===== config.mk =====
export PLATFORM = sky130hd
export DESIGN_NAME = decode_cycle
export DESIGN_NICKNAME = d
export VERILOG_FILES = /design/src/rtl/decode_cycle.sv
export SDC_FILE = /design/constraint.sdc
export NUM_CORES = 2
export LEC_CHECK = 0
export ABC_AREA = 0
export BUFFER_PORTS_ARGS = -buffer_cell sky130_fd_sc_hd__buf_4
export CAP_MARGIN = 20
export CORE_MARGIN = 8
export CORE_UTILIZATION = 56
export DETAILED_ROUTE_END_ITERATION = 12
export PLACE_DENSITY = 0.84
export REMOVE_ABC_BUFFERS = 1
export SLEW_MARGIN = 5
export SYNTH_ARGS = -nofsm -noshare
export SYNTH_HDL_FRONTEND = slang
export SYNTH_SLANG_ARGS = --single-unit

===== constraint.sdc =====
create_clock -name clk -period 1.6 [get_ports clk]
set_input_delay 0.32 -clock clk [delete_from_list [all_inputs] [get_ports clk]]
set_output_delay 0.32 -clock clk [all_outputs]
set_load 0.05 [all_outputs]

===== src/rtl/decode_cycle.sv =====
// decode_cycle: ID stage of the 5-stage RV32I pipeline.
//
// Decodes InstrD (from IF/ID), reads the 32x32 register file, builds the
// sign-extended immediate and registers everything into the ID/EX
// pipeline register consumed by execute_cycle.
//
// Ports
//   clk, rst          pipeline clock; asynchronous active-low reset
//   InstrD/PCD/PCPlus4D  instruction and its PCs from IF/ID
//   RegWriteW/RDW/ResultW  writeback port from WB
//   FlushE            load a bubble into ID/EX on this edge
//   Rs1D/Rs2D         combinational source indices for the hazard unit
//   *E                registered ID/EX outputs (control, operands, immediate,
//                     register indices, PC pass-through)
module decode_cycle #(
  parameter int XLEN = 32,
  parameter int NREG = 32
) (
  input  logic            clk,
  input  logic            rst,
  input  logic [31:0]     InstrD,
  input  logic [XLEN-1:0] PCD,
  input  logic [XLEN-1:0] PCPlus4D,
  input  logic            RegWriteW,
  input  logic [4:0]      RDW,
  input  logic [XLEN-1:0] ResultW,
  input  logic            FlushE,
  output logic [4:0]      Rs1D,
  output logic [4:0]      Rs2D,
  output logic            RegWriteE,
  output logic [1:0]      ResultSrcE,
  output logic            MemWriteE,
  output logic            BranchE,
  output logic            JumpE,
  output logic            ALUSrcE,
  output logic [2:0]      ALUControlE,
  output logic [XLEN-1:0] RD1E,
  output logic [XLEN-1:0] RD2E,
  output logic [XLEN-1:0] ImmExtE,
  output logic [4:0]      Rs1E,
  output logic [4:0]      Rs2E,
  output logic [4:0]      RDE,
  output logic [XLEN-1:0] PCE,
  output logic [XLEN-1:0] PCPlus4E
);

  typedef enum logic [6:0] {
    OP_LOAD   = 7'b0000011,
    OP_STORE  = 7'b0100011,
    OP_RTYPE  = 7'b0110011,
    OP_ITYPE  = 7'b0010011,
    OP_BRANCH = 7'b1100011,
    OP_JAL    = 7'b1101111
  } opcode_e;

  typedef enum logic [1:0] {
    RES_ALU = 2'b00,
    RES_MEM = 2'b01,
    RES_PC4 = 2'b10
  } result_src_e;

  typedef enum logic [2:0] {
    ALU_ADD = 3'b000,
    ALU_SUB = 3'b001,
    ALU_AND = 3'b010,
    ALU_OR  = 3'b011,
    ALU_SLT = 3'b101
  } alu_ctrl_e;

  typedef enum logic [1:0] {
    ALUOP_ADD,
    ALUOP_SUB,
    ALUOP_FUNCT
  } alu_op_e;

  typedef enum logic [2:0] {
    IMM_NONE,
    IMM_I,
    IMM_S,
    IMM_B,
    IMM_J
  } imm_src_e;

  typedef struct packed {
    logic            reg_write;
    logic [1:0]      result_src;
    logic            mem_write;
    logic            branch;
    logic            jump;
    logic            alu_src;
    logic [2:0]      alu_ctrl;
    logic [XLEN-1:0] rd1;
    logic [XLEN-1:0] rd2;
    logic [XLEN-1:0] imm;
    logic [4:0]      rs1;
    logic [4:0]      rs2;
    logic [4:0]      rd;
    logic [XLEN-1:0] pc;
    logic [XLEN-1:0] pc_plus4;
  } idex_t;

  // Instruction fields
  logic [6:0] opcode;
  logic [2:0] funct3;
  logic       funct7_5;
  logic [4:0] rd_d;

  assign opcode   = InstrD[6:0];
  assign funct3   = InstrD[14:12];
  assign funct7_5 = InstrD[30];
  assign rd_d     = InstrD[11:7];
  assign Rs1D     = InstrD[19:15];
  assign Rs2D     = InstrD[24:20];

  // ------------------------------------------------------------------
  // Register file
  // ------------------------------------------------------------------
  logic [XLEN-1:0] rf_q [NREG];
  logic            wb_en;

  assign wb_en = RegWriteW && (RDW != 5'd0);

  always_ff @(posedge clk or negedge rst) begin
    if (!rst) begin
      rf_q <= '{default: '0};
    end else if (wb_en) begin
      rf_q[RDW] <= ResultW;
    end
  end

  // x0 reads zero; a same-cycle writeback to the read index is bypassed
  // so the value reaches ID/EX without waiting for the array update.
  logic [XLEN-1:0] rd1_d, rd2_d;

  always_comb begin
    rd1_d = '0;
    if (Rs1D != 5'd0) begin
      if (wb_en && (RDW == Rs1D)) rd1_d = ResultW;
      else                        rd1_d = rf_q[Rs1D];
    end
  end

  always_comb begin
    rd2_d = '0;
    if (Rs2D != 5'd0) begin
      if (wb_en && (RDW == Rs2D)) rd2_d = ResultW;
      else                        rd2_d = rf_q[Rs2D];
    end
  end

  // ------------------------------------------------------------------
  // Main decoder
  // ------------------------------------------------------------------
  logic        reg_write_d;
  result_src_e result_src_d;
  logic        mem_write_d;
  logic        branch_d;
  logic        jump_d;
  logic        alu_src_d;
  alu_op_e     alu_op_d;
  imm_src_e    imm_src_d;

  always_comb begin
    reg_write_d  = 1'b0;
    result_src_d = RES_ALU;
    mem_write_d  = 1'b0;
    branch_d     = 1'b0;
    jump_d       = 1'b0;
    alu_src_d    = 1'b0;
    alu_op_d     = ALUOP_ADD;
    imm_src_d    = IMM_NONE;
    case (opcode)
      OP_LOAD: begin
        reg_write_d  = 1'b1;
        result_src_d = RES_MEM;
        alu_src_d    = 1'b1;
        imm_src_d    = IMM_I;
      end
      OP_STORE: begin
        mem_write_d = 1'b1;
        alu_src_d   = 1'b1;
        imm_src_d   = IMM_S;
      end
      OP_RTYPE: begin
        reg_write_d = 1'b1;
        alu_op_d    = ALUOP_FUNCT;
      end
      OP_ITYPE: begin
        reg_write_d = 1'b1;
        alu_src_d   = 1'b1;
        alu_op_d    = ALUOP_FUNCT;
        imm_src_d   = IMM_I;
      end
      OP_BRANCH: begin
        branch_d  = 1'b1;
        alu_op_d  = ALUOP_SUB;
        imm_src_d = IMM_B;
      end
      OP_JAL: begin
        reg_write_d  = 1'b1;
        result_src_d = RES_PC4;
        jump_d       = 1'b1;
        imm_src_d    = IMM_J;
      end
      default: ;  // unknown opcode decodes as a bubble
    endcase
  end

  // ------------------------------------------------------------------
  // ALU decoder
  // ------------------------------------------------------------------
  alu_ctrl_e alu_ctrl_d;

  always_comb begin
    alu_ctrl_d = ALU_ADD;
    case (alu_op_d)
      ALUOP_SUB: alu_ctrl_d = ALU_SUB;
      ALUOP_FUNCT: begin
        case (funct3)
          3'b000: alu_ctrl_d = (opcode == OP_RTYPE && funct7_5) ? ALU_SUB : ALU_ADD;
          3'b010: alu_ctrl_d = ALU_SLT;
          3'b110: alu_ctrl_d = ALU_OR;
          3'b111: alu_ctrl_d = ALU_AND;
          default: alu_ctrl_d = ALU_ADD;
        endcase
      end
      default: alu_ctrl_d = ALU_ADD;
    endcase
  end

  // ------------------------------------------------------------------
  // Immediate generator
  // ------------------------------------------------------------------
  logic [XLEN-1:0] imm_d;

  always_comb begin
    imm_d = '0;
    case (imm_src_d)
      IMM_I: imm_d = {{(XLEN-12){InstrD[31]}}, InstrD[31:20]};
      IMM_S: imm_d = {{(XLEN-12){InstrD[31]}}, InstrD[31:25], InstrD[11:7]};
      IMM_B: imm_d = {{(XLEN-13){InstrD[31]}}, InstrD[31], InstrD[7],
                      InstrD[30:25], InstrD[11:8], 1'b0};
      IMM_J: imm_d = {{(XLEN-21){InstrD[31]}}, InstrD[31], InstrD[19:12],
                      InstrD[20], InstrD[30:21], 1'b0};
      default: imm_d = '0;
    endcase
  end

  // ------------------------------------------------------------------
  // ID/EX pipeline register
  // ------------------------------------------------------------------
  idex_t idex_d, idex_q;

  always_comb begin
    idex_d = '0;
    if (!FlushE) begin
      idex_d.reg_write  = reg_write_d;
      idex_d.result_src = result_src_d;
      idex_d.mem_write  = mem_write_d;
      idex_d.branch     = branch_d;
      idex_d.jump       = jump_d;
      idex_d.alu_src    = alu_src_d;
      idex_d.alu_ctrl   = alu_ctrl_d;
      idex_d.rd1        = rd1_d;
      idex_d.rd2        = rd2_d;
      idex_d.imm        = imm_d;
      idex_d.rs1        = Rs1D;
      idex_d.rs2        = Rs2D;
      idex_d.rd         = rd_d;
      idex_d.pc         = PCD;
      idex_d.pc_plus4   = PCPlus4D;
    end
  end

  always_ff @(posedge clk or negedge rst) begin
    if (!rst) idex_q <= '0;
    else      idex_q <= idex_d;
  end

  assign RegWriteE   = idex_q.reg_write;
  assign ResultSrcE  = idex_q.result_src;
  assign MemWriteE   = idex_q.mem_write;
  assign BranchE     = idex_q.branch;
  assign JumpE       = idex_q.jump;
  assign ALUSrcE     = idex_q.alu_src;
  assign ALUControlE = idex_q.alu_ctrl;
  assign RD1E        = idex_q.rd1;
  assign RD2E        = idex_q.rd2;
  assign ImmExtE     = idex_q.imm;
  assign Rs1E        = idex_q.rs1;
  assign Rs2E        = idex_q.rs2;
  assign RDE         = idex_q.rd;
  assign PCE         = idex_q.pc;
  assign PCPlus4E    = idex_q.pc_plus4;

endmodule

# Word level (Yosys, flattened, before mapping)

Index checks and enable logic that the tools add are counted.

Logic and storage cells: 110
Input port bits: 137
Output and inout bits: 195
Bits in registers: 1209

Multiplexer cells: 26
Order comparisons: 4
Bitwise logic cells: 3
Reduce and logical (&&, ||, !) cells: 13
Eq/ne operators: 17

Operators with widths:

| kind                 | number |
|---|---|
| $bwmux W1024         | 1 |
| $bmux W32 S5         | 2 |
| $mux W32             | 9 |
| $mux W185            | 1 |
| $demux W32 S5        | 1 |
| $pmux W32 S4         | 1 |
| $pmux W3 S4          | 2 |
| $ge A6 B6 Y1 const B | 3 |
| $not A5 Y6           | 3 |
| $reduce_bool A5 Y1   | 3 |
| $eq A7 B6 Y1 const B | 2 |
| $eq A7 B7 Y1 const B | 2 |
| $eq A5 B5 Y1         | 2 |
| $eq A3 B2 Y1 const B | 3 |
| $eq A3 B3 Y1 const B | 3 |
| $pmux W2 S2          | 2 |
| $eq A7 B2 Y1 const B | 1 |
| $eq A7 B5 Y1 const B | 1 |
| $lt A6 B1 Y1 const B | 1 |
| $mux W1              | 6 |
| $pmux W3 S2          | 1 |
| $logic_and A1 B1 Y1  | 5 |
| $reduce_or A2 Y1     | 2 |
| $reduce_or A4 Y1     | 1 |
| other kinds (5)      | 5 |

# Longest topological paths before layout

Depth after elaboration: 7
Gate-level depth with buffers: 10
Depth with buffers taken out: 7

# Worst setup path after synthesis

No wires, ideal clock.

Kind: input-to-reg
From: input InstrD[20]
To: register idex_q (netlist bit RD2E[3])
Data required time: 1.474 ns
Path buffers: 3
Cell stages on the path: 7
Setup slack: -0.449 ns
Library setup time: 0.126 ns
Data arrival time: 1.923 ns
Path through: buf_6 -> buf_6 -> buf_2 -> mux4_2 -> a22oi_1 -> a21oi_1 -> a221o_1

RTL lines:

| what                 | line | text |
|---|---|---|
| from (decl)          | 21   | `input logic [31:0] InstrD,` |
| to (signal assigned) | 277  | `else idex_q <= idex_d;` |
| to (decl)            | 252  | `idex_t idex_d, idex_q;` |

==> results.yml <==
status:
  status: "finished, violations left"
  violations: "negative setup slack"
pwr:
  cellPowerDensity_nw_per_um2: 1180
  vdd.ir_drop.worst_mv: 0.950
  power.static_leakage_nw: 35.4
synth:
  ys_seq_elements: 1197
  mappedNetlistArea_um2: 60800
  number_of_instances_in_the_synthesized_netlist: 4201
  synth-seq-area-share: 0.492
  yosys_warnings: 0
  syn_area_per_cell_um2: 14.5
  ys_types: 60
  synth-async-reset-ratio: 1.00
  synth_enable_flop_cells: 0
  postSynth.topFlopCell: "dfrtp_1"
placed_design:
  gp_congestion: 0.923
  placement.io_buffers: 331
  hpwl_um: 135000
clock_network:
  htree_levels: 4
  number_of_clock_buffers_inserted_by_tritoncts: 131
  clkLatencyLatePin_ns: 0.76
  cts_tree: "yes"
  clkSlewWorstSetupHoldPaths_ns: 0.06
  cts-root-to-sink-buffers: 3
  numClockSinks: 1197
  clk_root_buffer_cell: "clkbuf_16"
route:
  wl_um: 217000
  post_drt_wl_per_cell_um: 33.1
  vias: 45700
  dr.first_iter.drc_count: 5473
  remaining_drc_errors: 0
  routed_via_density: 6.96
  drtAntennaViolNets: 0
  drt_pass1_iterations: 5
timing:
  fmax_ghz: 0.547
  timing.final.hold_violations: 0
  max_slew_margin: 0.494
  finClkSkew_ns: 0.0317
  layout_min_cycle_time_ns: 1.83
  fin_crit_sh: 1.14
  worstMarginPinSlew_ns: 0.757
  final.hold.worst_slack_ns: 0.0350
  final-max-slew-violation-count: 0
  totalNegativeSetupSlack_ns: -12.85
  final_critical_path_setup_slack_ns: -0.228
  rsz0062_at_grt: "yes"
  final-setup-viol-count: 200
global_route:
  first_global_vias: 48400
  globalRouteTotalUtil: 0.352
  grt_pass1_wl_um: 318000
  grt_overflow_total: 0
  antenna_found_initial: 3
  largest_net_degree_at_the_start_of_global_routing: 75
critical_path:
  critical_path.max_fanout: 2
  worst-endpoint-arrival_ns: 2.44
  critical_setup_path_kind: "reg -> reg"
  worst-endpoint-required_ns: 2.21
  timing.critical_path.from_type: "flip-flop"
  end_kind: "flip-flop"
worst_hold_path:
  timing.hold.worst.class: "in -> reg"
die:
  die_height_um: 346
  placeableCoreArea_um2: 108000
  dieWidth_um: 346
  design.portCount: 332
  floorplan.die_area_um2: 119000
  initial_utilization: 0.562
  std_cell_rows: 121
final_layout:
  layout_common_cells: "dfrtp_1, buf_4, mux2_2"
  syn2layout_area_growth_pct: 27.7
  nNetsFinal: 5187
  commonest_non_fill_non_tap_cell_in_the_layout: "dfrtp_1"
  proportion_of_layout_cells_with_a_drive_suffix_above_1: 0.492
run:
  max_capacitance_violation_count: 0
## stage by stage
stage	instances	setup WS, ns	power, mW	area, um2	utilization
floorplan	3722	-2.58	49.5	58500	-
global placement	6192	-0.865	57.5	70600	0.652
detailed placement	6192	-0.880	58.7	70600	0.652
CTS	6542	-0.216	90.6	77100	0.712
global route	6562	-0.249	94.5	77700	0.718
finish	6565	-0.228	91.7	77700	0.718
## critical path, cell delays in order (launching register included)
cell and delay (ns):
dfrtp_1 0.39, mux4_2 0.46, nor2b_1 0.15, a211oi_1 0.23, buf_4 0.16, a211oi_1 0.05, a211o_1 0.28
## registers in the layout, summed over array words and instances (netlist names), 5 cells and up
name / count
PCPlus4E: 32
RDE: 5
Rs1E: 5
RD1E: 32
rf_q: 1024
RD2E: 32
PCE: 32
Rs2E: 5
ImmExtE: 21
## metal layers
layer	track usage	vias up	wire (um)
met5	0	-	20
met4	0.229	2	17400
met3	0.117	1045	25800
met2	0.541	3560	98900
met1	0.427	23500	75200
li1	-	17600	-
## power breakdown
group	switching (mW)	internal (mW)
Sequential	4.26	35.5
Clock	12.9	18.2
Combinational	9.07	11.8
Total	26.2	65.5
## logic make-up (layout without fill, tap and decap cells)
family                   after synthesis  in the layout  synth area share
XOR/XNOR                              10             10           0.00156
buffers and inverters                491           1436            0.0398
multiplexers                        1659           1659             0.379
other                                  0              5                 0
adder cells (fa/ha/maj)                2              2          0.000411
AND/OR/NAND/NOR                      399            399            0.0354
AO/OA/AOI/OAI                        443            443            0.0518
flip-flops                          1197           1197             0.492
## repair_timing
| item | in CTS | in global routing |
|---|---|---|
| setup endpoints to repair | 263 | 247 |
| gates resized for setup | 265 | 96 |
| setup buffers | 28 | 21 |
| pin swaps | 105 | 41 |
| cloned | 0 | 1 |
| endpoints found under the hold margin | 807 | 0 |
| hold buffers | 91 | 0 |
## final cells by class
cell class | instances | area, um2
Tap cell | 1414 | 1770
Timing Repair Buffer | 1193 | 12200
Multi-Input combinational cell | 2513 | 29300
Sequential cell | 1197 | 30000
Fill cell | 6183 | 30600
Antenna cell | 5 | 12.5
Clock buffer | 190 | 3840
Inverter | 12 | 45.0
Clock inverter | 41 | 509
## final timing paths
check                        endpoint  slack (ns)        start  depth (start not counted)
setup / recovery             RD1E[29]       -0.23    rf_q[861]                          6
hold / removal               RD2E[24]        0.03  ResultW[24]                          3
setup reg to reg             RD1E[29]       -0.23    rf_q[861]                          6
hold reg to reg            rf_q[1006]        0.40   rf_q[1006]                          0
max in group asynchronous   rf_q[405]        0.68          rst                          4
min in group asynchronous   rf_q[997]        0.10          rst                          2
## synth_stat cells, types with 11 or more instances
master,number,share of area
a221o_1,35,0.0058
mux4_2,415,0.15
nand2b_1,18,0.0019
o21ai_1,17,0.0014
nor3_1,27,0.0022
a211o_1,32,0.0046
nand2_1,69,0.0043
mux2_1,348,0.064
mux2_2,644,0.12
inv_1,11,0.00068
a22oi_1,78,0.0096
buf_1,67,0.0041
a211oi_1,74,0.0091
dfrtp_1,1197,0.49
buf_2,110,0.0090
clkbuf_1,214,0.013
a21oi_1,97,0.0080
o22ai_1,37,0.0038
a31oi_1,20,0.0021
mux2i_1,252,0.041
nor2_1,63,0.0039
buf_6,26,0.0048
nand3_1,28,0.0023
a221oi_1,13,0.0019
nor2b_1,157,0.016
buf_4,60,0.0074
(Power assumes the default switching activity.)
